`config.mk`:
```
export PLATFORM = sky130hd
export DESIGN_NAME = seq_out_monitor
export DESIGN_NICKNAME = d
export VERILOG_FILES = /design/src/rtl/seq_mon_pkg.sv /design/src/rtl/sat_counter.sv /design/src/rtl/seq_out_monitor.sv
export SDC_FILE = /design/constraint.sdc
export NUM_CORES = 1
export LEC_CHECK = 0
export CORE_ASPECT_RATIO = 0.5
export CORE_MARGIN = 10
export CORE_UTILIZATION = 30
export DETAILED_ROUTE_END_ITERATION = 10
export PLACE_DENSITY_LB_ADDON = 0.2
export SYNTH_ARGS = -nofsm -noshare
export SYNTH_HDL_FRONTEND = slang
export SYNTH_SLANG_ARGS = --single-unit
```
`constraint.sdc`:
```
create_clock -name CLK -period 1.7 [get_ports CLK]
set_input_delay 0.17 -clock CLK [delete_from_list [all_inputs] [get_ports CLK]]
set_output_delay 0.17 -clock CLK [all_outputs]
set_load 0.02 [all_outputs]
```
`src/rtl/seq_mon_pkg.sv`:
```
// Shared definitions for the Y/Z sequence monitor: FSM encoding, symbol
// constants and the double-flip helper.
package seq_mon_pkg;

  typedef enum logic [1:0] {
    IDLE = 2'd0,
    S1   = 2'd1,
    S2   = 2'd2,
    S3   = 2'd3
  } state_t;

  localparam logic [1:0] SYM_00 = 2'b00;
  localparam logic [1:0] SYM_01 = 2'b01;
  localparam logic [1:0] SYM_11 = 2'b11;
  localparam logic [1:0] SYM_10 = 2'b10;

  // True when both bits differ, i.e. Hamming distance of two.
  function automatic logic is_double_flip(input logic [1:0] a, input logic [1:0] b);
    return (a ^ b) == 2'b11;
  endfunction

endpackage

```
`src/rtl/sat_counter.sv`:
```
// Saturating up-counter with synchronous reset and clear; holds at MAX.
module sat_counter #(
  parameter int W   = 8,
  parameter int MAX = 255
) (
  input  logic         CLK,
  input  logic         RST,
  input  logic         CLR,
  input  logic         INC,
  output logic [W-1:0] Q
);

  // NOTE: clocked state uses non-blocking (<=) so every flop samples
  // pre-edge values regardless of the order the blocks are evaluated.
  always_ff @(posedge CLK) begin
    if (RST || CLR) begin
      Q <= '0;
    end else if (INC && (Q != W'(MAX))) begin
      Q <= Q + W'(1);
    end
  end

endmodule

```
`src/rtl/seq_out_monitor.sv`:
```
// Watches the {Y,Z} outputs of the upstream sequential circuit, detects the
// Gray walk 00->01->11->10, counts detections/changes and flags ILLEGAL/STUCK.
module seq_out_monitor
  import seq_mon_pkg::*;
#(
  parameter int CNT_W     = 8,
  parameter int STUCK_LIM = 16
) (
  input  logic             CLK,
  input  logic             RST,
  input  logic             EN,
  input  logic             CLR,
  input  logic             Y,
  input  logic             Z,
  output logic             DET,
  output logic [CNT_W-1:0] DET_CNT,
  output logic [CNT_W-1:0] CHG_CNT,
  output logic             STUCK,
  output logic             ILLEGAL,
  output logic [1:0]       STATE
);

  localparam int RUN_W   = $clog2(STUCK_LIM + 1);
  localparam int CNT_MAX = (2 ** CNT_W) - 1;

  logic [1:0]       sym;
  logic [1:0]       sym_q;
  state_t           state_q;
  state_t           state_d;
  logic             chg;
  logic             done;
  logic [RUN_W-1:0] run_q;

  assign sym   = {Y, Z};
  assign chg   = EN && (sym != sym_q);
  assign STATE = state_q;

  // NOTE: every variable gets a default at the top of always_comb so no path
  // leaves it unassigned, which would otherwise infer a latch.
  always_comb begin
    state_d = state_q;
    done    = 1'b0;
    if (chg) begin
      if (sym == SYM_00) begin
        state_d = S1;
      end else begin
        case (state_q)
          S1:      state_d = (sym == SYM_01) ? S2 : IDLE;
          S2:      state_d = (sym == SYM_11) ? S3 : IDLE;
          S3: begin
            state_d = IDLE;
            done    = (sym == SYM_10);
          end
          default: state_d = IDLE;
        endcase
      end
    end
  end

  // S1 after reset because the upstream block also resets to Y=Z=0.
  always_ff @(posedge CLK) begin
    if (RST) begin
      sym_q   <= SYM_00;
      state_q <= S1;
      DET     <= 1'b0;
      STUCK   <= 1'b0;
      ILLEGAL <= 1'b0;
    end else begin
      DET <= done;
      if (EN) begin
        sym_q   <= sym;
        state_q <= state_d;
      end
      if (CLR) begin
        STUCK   <= 1'b0;
        ILLEGAL <= 1'b0;
      end else if (EN) begin
        // Mirrors run==STUCK_LIM after this edge, so STUCK lines up with run.
        STUCK <= !chg && (run_q >= RUN_W'(STUCK_LIM - 1));
        if (is_double_flip(sym_q, sym)) begin
          ILLEGAL <= 1'b1;
        end
      end
    end
  end

  sat_counter #(.W(CNT_W), .MAX(CNT_MAX)) u_det_cnt (
    .CLK (CLK),
    .RST (RST),
    .CLR (CLR),
    .INC (done),
    .Q   (DET_CNT)
  );

  sat_counter #(.W(CNT_W), .MAX(CNT_MAX)) u_chg_cnt (
    .CLK (CLK),
    .RST (RST),
    .CLR (CLR),
    .INC (chg),
    .Q   (CHG_CNT)
  );

  // A symbol change restarts the run, so it shares the clear input.
  sat_counter #(.W(RUN_W), .MAX(STUCK_LIM)) u_run (
    .CLK (CLK),
    .RST (RST),
    .CLR (CLR || chg),
    .INC (EN && !chg),
    .Q   (run_q)
  );

endmodule

```
# Yosys cells after proc, flatten, opt, wreduce, memory -nomap -nowiden
# Index checks and enable logic that the tools add are counted.
[op_classes]
n_addsub = 3
n_lt_le_gt_ge = 1
eq_ne = 11
muxes = 7
bitwise = 1
reduce_logical = 14
[ops]
columns = ["operator", "n"]
rows = [
  ["$add A8 B1 Y8 const B", 2],
  ["$ne A8 B8 Y1 const B", 2],
  ["$eq A2 B2 Y1 const B", 5],
  ["$logic_and A1 B1 Y1", 6],
  ["$mux W2", 3],
  ["$add A5 B1 Y5 const B", 1],
  ["$ge A5 B4 Y1 const B", 1],
  ["$ne A5 B5 Y1 const B", 1],
  ["$eq A2 B1 Y1 const B", 2],
  ["$pmux W2 S2", 1],
  ["$reduce_and A2 Y1", 2],
  ["$logic_or A1 B1 Y1", 3],
  ["$mux W1", 3],
  ["$logic_not A2 Y1", 1],
  ["$ne A2 B2 Y1", 1],
  ["$reduce_or A2 Y1", 1],
  ["$xor A2 B2 Y2", 1],
  ["$logic_not A1 Y1", 1],
]
[totals]
regBits = 28
input_bits = 6
out_inout_bits = 21
elab_cells = 45

# Longest topological paths before layout
# Gate-level depths: netlist of run 1.
[logic_depth]
ltp_word = 5
ltp_mapped = 6
mapped_depth_nobuf = 6

# Modules after synthesis
# A second synthesis of run 1 with hierarchy kept.
[unflattened]
cells_unflattened = 169
area_unflattened_um2 = 1501.4
[modules_own_cells]
columns = ["mod", "n_inst", "cells_per_inst", "area_each_um2", "seq_area_each_um2"]
rows = [
  ["sat_counter at u_chg_cnt ...", 2, 48, 421.7, 160.2],
  ["seq_out_monitor", 1, 44, 395.4, 140.1],
  ["sat_counter at u_run", 1, 29, 262.8, 100.1],
]

# Worst setup path before layout of run 1
# No wires, ideal clock.
[synth_timing]
path_kind = "register to register"
start = "register state_q[1], in the netlist STATE[1]"
end = "register u_det_cnt.Q[4]"
setup_ps = 71
arrival_time_ps = 1612
required_ps = 1629
path_slack_ps = 18
stages_incl_launch_ff = 6
path_buffers = 0
synth_period_minus_slack_ps = 1682
path_cell_list = "dfxtp_1 > ha_1 > and4b_1 > nand3_1 > or4_1 > a21oi_1"
[synth_between]
elab_chain_len = 5
[synth_rtl]
columns = ["item", "line_no", "text"]
rows = [
  ["from (decl)", "seq_out_monitor.sv:28", "state_t state_q;"],
  ["from (signal assigned)", "seq_out_monitor.sv:72", "state_q <= state_d;"],
  ["$eq A2 B2 Y1", "seq_out_monitor.sv:47", "case (state_q)"],
  ["$mux W1", "seq_out_monitor.sv:47", ""],
  ["$mux W1", "seq_out_monitor.sv:44", "if (sym == SYM_00) begin"],
  ["$mux W1", "seq_out_monitor.sv:43", "if (chg) begin"],
  ["$logic_and A1 B1 Y1", "sat_counter.sv:18", "end else if (INC && (Q != W'(MAX))) begin"],
  ["to (signal assigned)", "sat_counter.sv:19", "Q <= Q + W'(1);"],
  ["to (decl)", "sat_counter.sv:10", "output logic [W-1:0] Q"],
]
# Every way passes these cells.
# A chain may end at the register's enable or synchronous reset.

# Final worst setup path of run 1
[layout_timing]
start = "input port Z"
end = "register u_run.Q[0]"
[layout_between]
elab_chain_len = 5
word_cells_on_any_way = 7
cone_classes = "eq/ne: 1; reduce/logical: 6"
[layout_rtl]
columns = ["item", "line_no", "text"]
rows = [
  ["from (decl)", "seq_out_monitor.sv:14", "input logic Z,"],
  ["$ne A2 B2 Y1 (*)", "seq_out_monitor.sv:35", "assign chg = EN && (sym != sym_q);"],
  ["$logic_and A1 B1 Y1 (*)", "seq_out_monitor.sv:35", ""],
  ["$logic_not A1 Y1", "seq_out_monitor.sv:108", ".INC (EN && !chg),"],
  ["$logic_and A1 B1 Y1", "seq_out_monitor.sv:108", ""],
  ["$logic_and A1 B1 Y1", "sat_counter.sv:18", ""],
  ["to (signal assigned)", "sat_counter.sv:19", ""],
  ["to (decl)", "sat_counter.sv:10", ""],
]
# Every way passes the cells marked *; elsewhere a longest branch is shown, timed or not.

==> impl_results.md, run 1 <==
- Status: finished, final reports clean
- Worst Setup Slack post-DPL: -139.5 ps
- Largest fanout on the critical path: 5
- Synthesized cell area: 1473 um2
- RSZ-0062 raised after global routing: no
- Slew Limit Fails: 0
- Yosys reg bits: 28
- Internal power: 961.6 uW
- Maximum vdd ir drop: 0.3383 mV
- Commonest non-fill, non-tap cells in the layout: dfxtp_1, clkdlybuf4s50_1, buf_4
- CP startpoint kind: primary input
- Detailed Place HPWL: 2958 um
- Worst R2R End: u_det_cnt.Q[4]
- Post-DR vias/cell: 4.951
- Port bufs: 26
- DIE WIDTH: 119.1 um
- Sw power: 309.1 uW
- Period utilization: 92.59%
- CTS clock-pin slew for the worst setup and hold paths: 100 ps
- Wire per inst: 13.48 um
- Clk pwr share: 33.2%
- Crit path time final: 1574 ps
- Total CTS buffers: 3
- Root Driver: clkbuf_8
- Setup Skew: 1.022 ps
- H-tree Lvls: 1
- Initial antenna violation count: 0
- Initial DRC Count: 75
- Clk_lat worst skew: 270 ps
- TritonCTS clock tree: built
- Max-Cap Viols: 0
- Total wire length: 3841 um
- Number of inserted diodes: 0
- Synthesized instance count: 168
- Drt first pass iters: 6
- Switching Fraction: 24.32%
- First-pass GRT wire length: 6672 um
- Avg Inst Size Synth: 8.766 um2
- Final setup violation count: 0
- Row count: 17
- Net Count, Synth: 182
- RD Place Congestion: 0.8007
- Core area: 4573 um2
- F_max: 635.3 MHz
- Post-CTS Setup Inserts: 0
- Worst setup margin: 126.0 ps
- Count of final hold-check violations: 0
- Worst r2r src: u_det_cnt.Q[0]
- Crit Path Class: in2reg
- DRC: 0
- Share of cells above drive strength 1: 16.89%
- Setup crit end kind: register
- CP Data Required Time: 1900 ps
- Initial Utilization: 32.20%
- Measured slew at the worst slew-check pin: 397.3 ps
- Vias in the first global route: 1362
- Worst R2R Path Depth: 4
- PwrDens: 617.4 nW/um2
- NumNets Final: 234
- WP data arrival: 1770 ps
- CTS Sinks: 28
- Count of cell types in the netlist: 39
- Crit path launch: Z
- Sequential Power Share: 53.3%
- Part of the Yosys area used for sequential elements: 38.06%
- Global route overflow: 0
- Area grow syn2layout: 39.76%
- Yosys warnings: 0
- Final ANT Viol Nets: 0
- Combinational share of power: 13.5%
- Chip Height: 69.54 um
- Worst Hold Class: reg2reg
- # fillers: 462
- Worst Setup EP: u_run.Q[0]
- Static Leak: 0.7854 nW
- Worst Hold Depth: 2
- Flop2flop setup slack: 160 ps
- Die footprint: 8281 um2
- Gr usage total: 9.367%
- Hold Slack: 499.6 ps
- Top-Level Pins: 27
- Routed via count: 1411
- Largest net degree at the start of global routing: 16
- Max Root-Sink Buffers: 2
- Max-Slew Margin vs Limit: 73.35%
synth_stat cells:
master,n,area share [%]
nand2_1,9,2.3
nand3_1,6,2.0
dfxtp_1,28,38
a211o_1,2,1.2
mux2i_1,2,1.4
nand4_1,2,0.85
o21ai_0,8,2.7
and4_1,4,2.4
and4b_1,3,2.0
nor2_1,15,3.8
a22oi_1,3,1.5
o311ai_0,1,0.59
or2_2,1,0.43
o31ai_1,7,3.6
or3_1,3,1.3
nor2b_1,3,1.3
nand4b_1,2,1.2
and3_1,7,3.0
clkbuf_1,2,0.51
xor2_2,2,2.2
nor3b_1,1,0.51
mux2_2,1,0.76
a31oi_1,1,0.43
nor3_1,4,1.4
a211oi_1,5,2.5
ha_1,8,6.8
a311oi_1,1,0.59
nand2b_1,1,0.43
xnor2_1,2,1.2
buf_2,3,1.0
o211ai_1,2,1.0
a21o_1,1,0.51
inv_1,6,1.5
nand3b_1,1,0.51
a21oi_1,14,4.8
o41ai_1,2,1.2
o21ai_2,1,0.59
or4_1,3,1.5
and2_1,1,0.43
power by group through the flow:
stage	clock [mW]	sequential [mW]	combinational, mW
6_report	0.422	0.677	0.172
5_1_grt	0.461	0.679	0.191
4_1_cts	0.432	0.677	0.174
3_5_place_dp	0	0.692	0.173
3_3_place_gp	0	0.691	0.171
2_1_floorplan	0	0.696	0.0758
repair_timing:
action / in CTS / in global routing
hold buffers: 0 / 0
resized for setup: 0 / 2
endpoints found under the setup margin: 0 / 5
stage by stage:
stage               power, mW  cells  area [um2]  util, %  setup TNS, ps
detailed placement     0.8648    281        2001    43.75          -1752
global placement       0.8620    281        2001    43.75          -1328
finish                  1.271    285        2058    45.01              0
CTS                     1.282    285        2056    44.95              0
global route            1.331    285        2058    45.01              0
floorplan              0.7721    168        1473        -              0
flip-flops by register name (all words and copies together), names as in the netlist:
signal and count:
STUCK 1, u_chg_cnt.Q 8, sym_q 2, u_det_cnt.Q 8
ILLEGAL 1, u_run.Q 5, DET 1, STATE 2
cell families (layout without fill, tap and decap cells):
logic type               Yosys count  in the layout  synth area share (%)
adder cells (fa/ha/maj)            8              8                 6.797
flip-flops                        28             28                 38.06
AO/OA/AOI/OAI                     48             48                 21.24
buffers and inverters             11             62                 3.058
multiplexers                       3              3                 2.124
XOR/XNOR                           4              4                 3.399
AND/OR/NAND/NOR                   66             66                 25.32
routing by layer:
layer | part of all wire [%] | track usage (%)
met1 | 50 | 12.18
met2 | 43 | 14.44
met3 | 6.3 | 3.320
met4 | 0.89 | 1.997
met5 | 0 | 0
area by class of cell:
cell class	instances	area, um2	share of cell area, %
Multi-Input combinational cell	129	867.1	42.13
Clock buffer	4	55.05	2.675
Timing Repair Buffer	52	467.9	22.74
Tap cell	66	82.58	4.012
Sequential cell	28	563.0	27.36
Inverter	6	22.52	1.094
how the worst min path moves through the flow:
stage	startpoint	end	slack, ps
CTS	ILLEGAL	ILLEGAL	520
global route	STATE[1]	STATE[1]	540
detailed placement	ILLEGAL	ILLEGAL	490
floorplan	RST	STATE[1]	240
global placement	ILLEGAL	ILLEGAL	480
finish	STATE[1]	STATE[1]	500
worst max-delay path, stage by stage:
cell and delay, ps:
clkdlybuf4s50_1 520, xor2_2 210, buf_4 170, o41ai_1 390, buf_4 180, nand3_1 70
o31ai_1 60
Note: power is estimated with default switching activity, not from simulation.
==> run 2: changes to the inputs <==
--- a/config.mk
+++ b/config.mk
@@ -10,6 +10,7 @@
 export CORE_UTILIZATION = 30
 export DETAILED_ROUTE_END_ITERATION = 10
 export PLACE_DENSITY_LB_ADDON = 0.2
+export SLEW_MARGIN = 20
 export SYNTH_ARGS = -nofsm -noshare
 export SYNTH_HDL_FRONTEND = slang
 export SYNTH_SLANG_ARGS = --single-unit
==> results of run 2 <==
No change in the layout: final DEF, timing and power equal those of run 1.
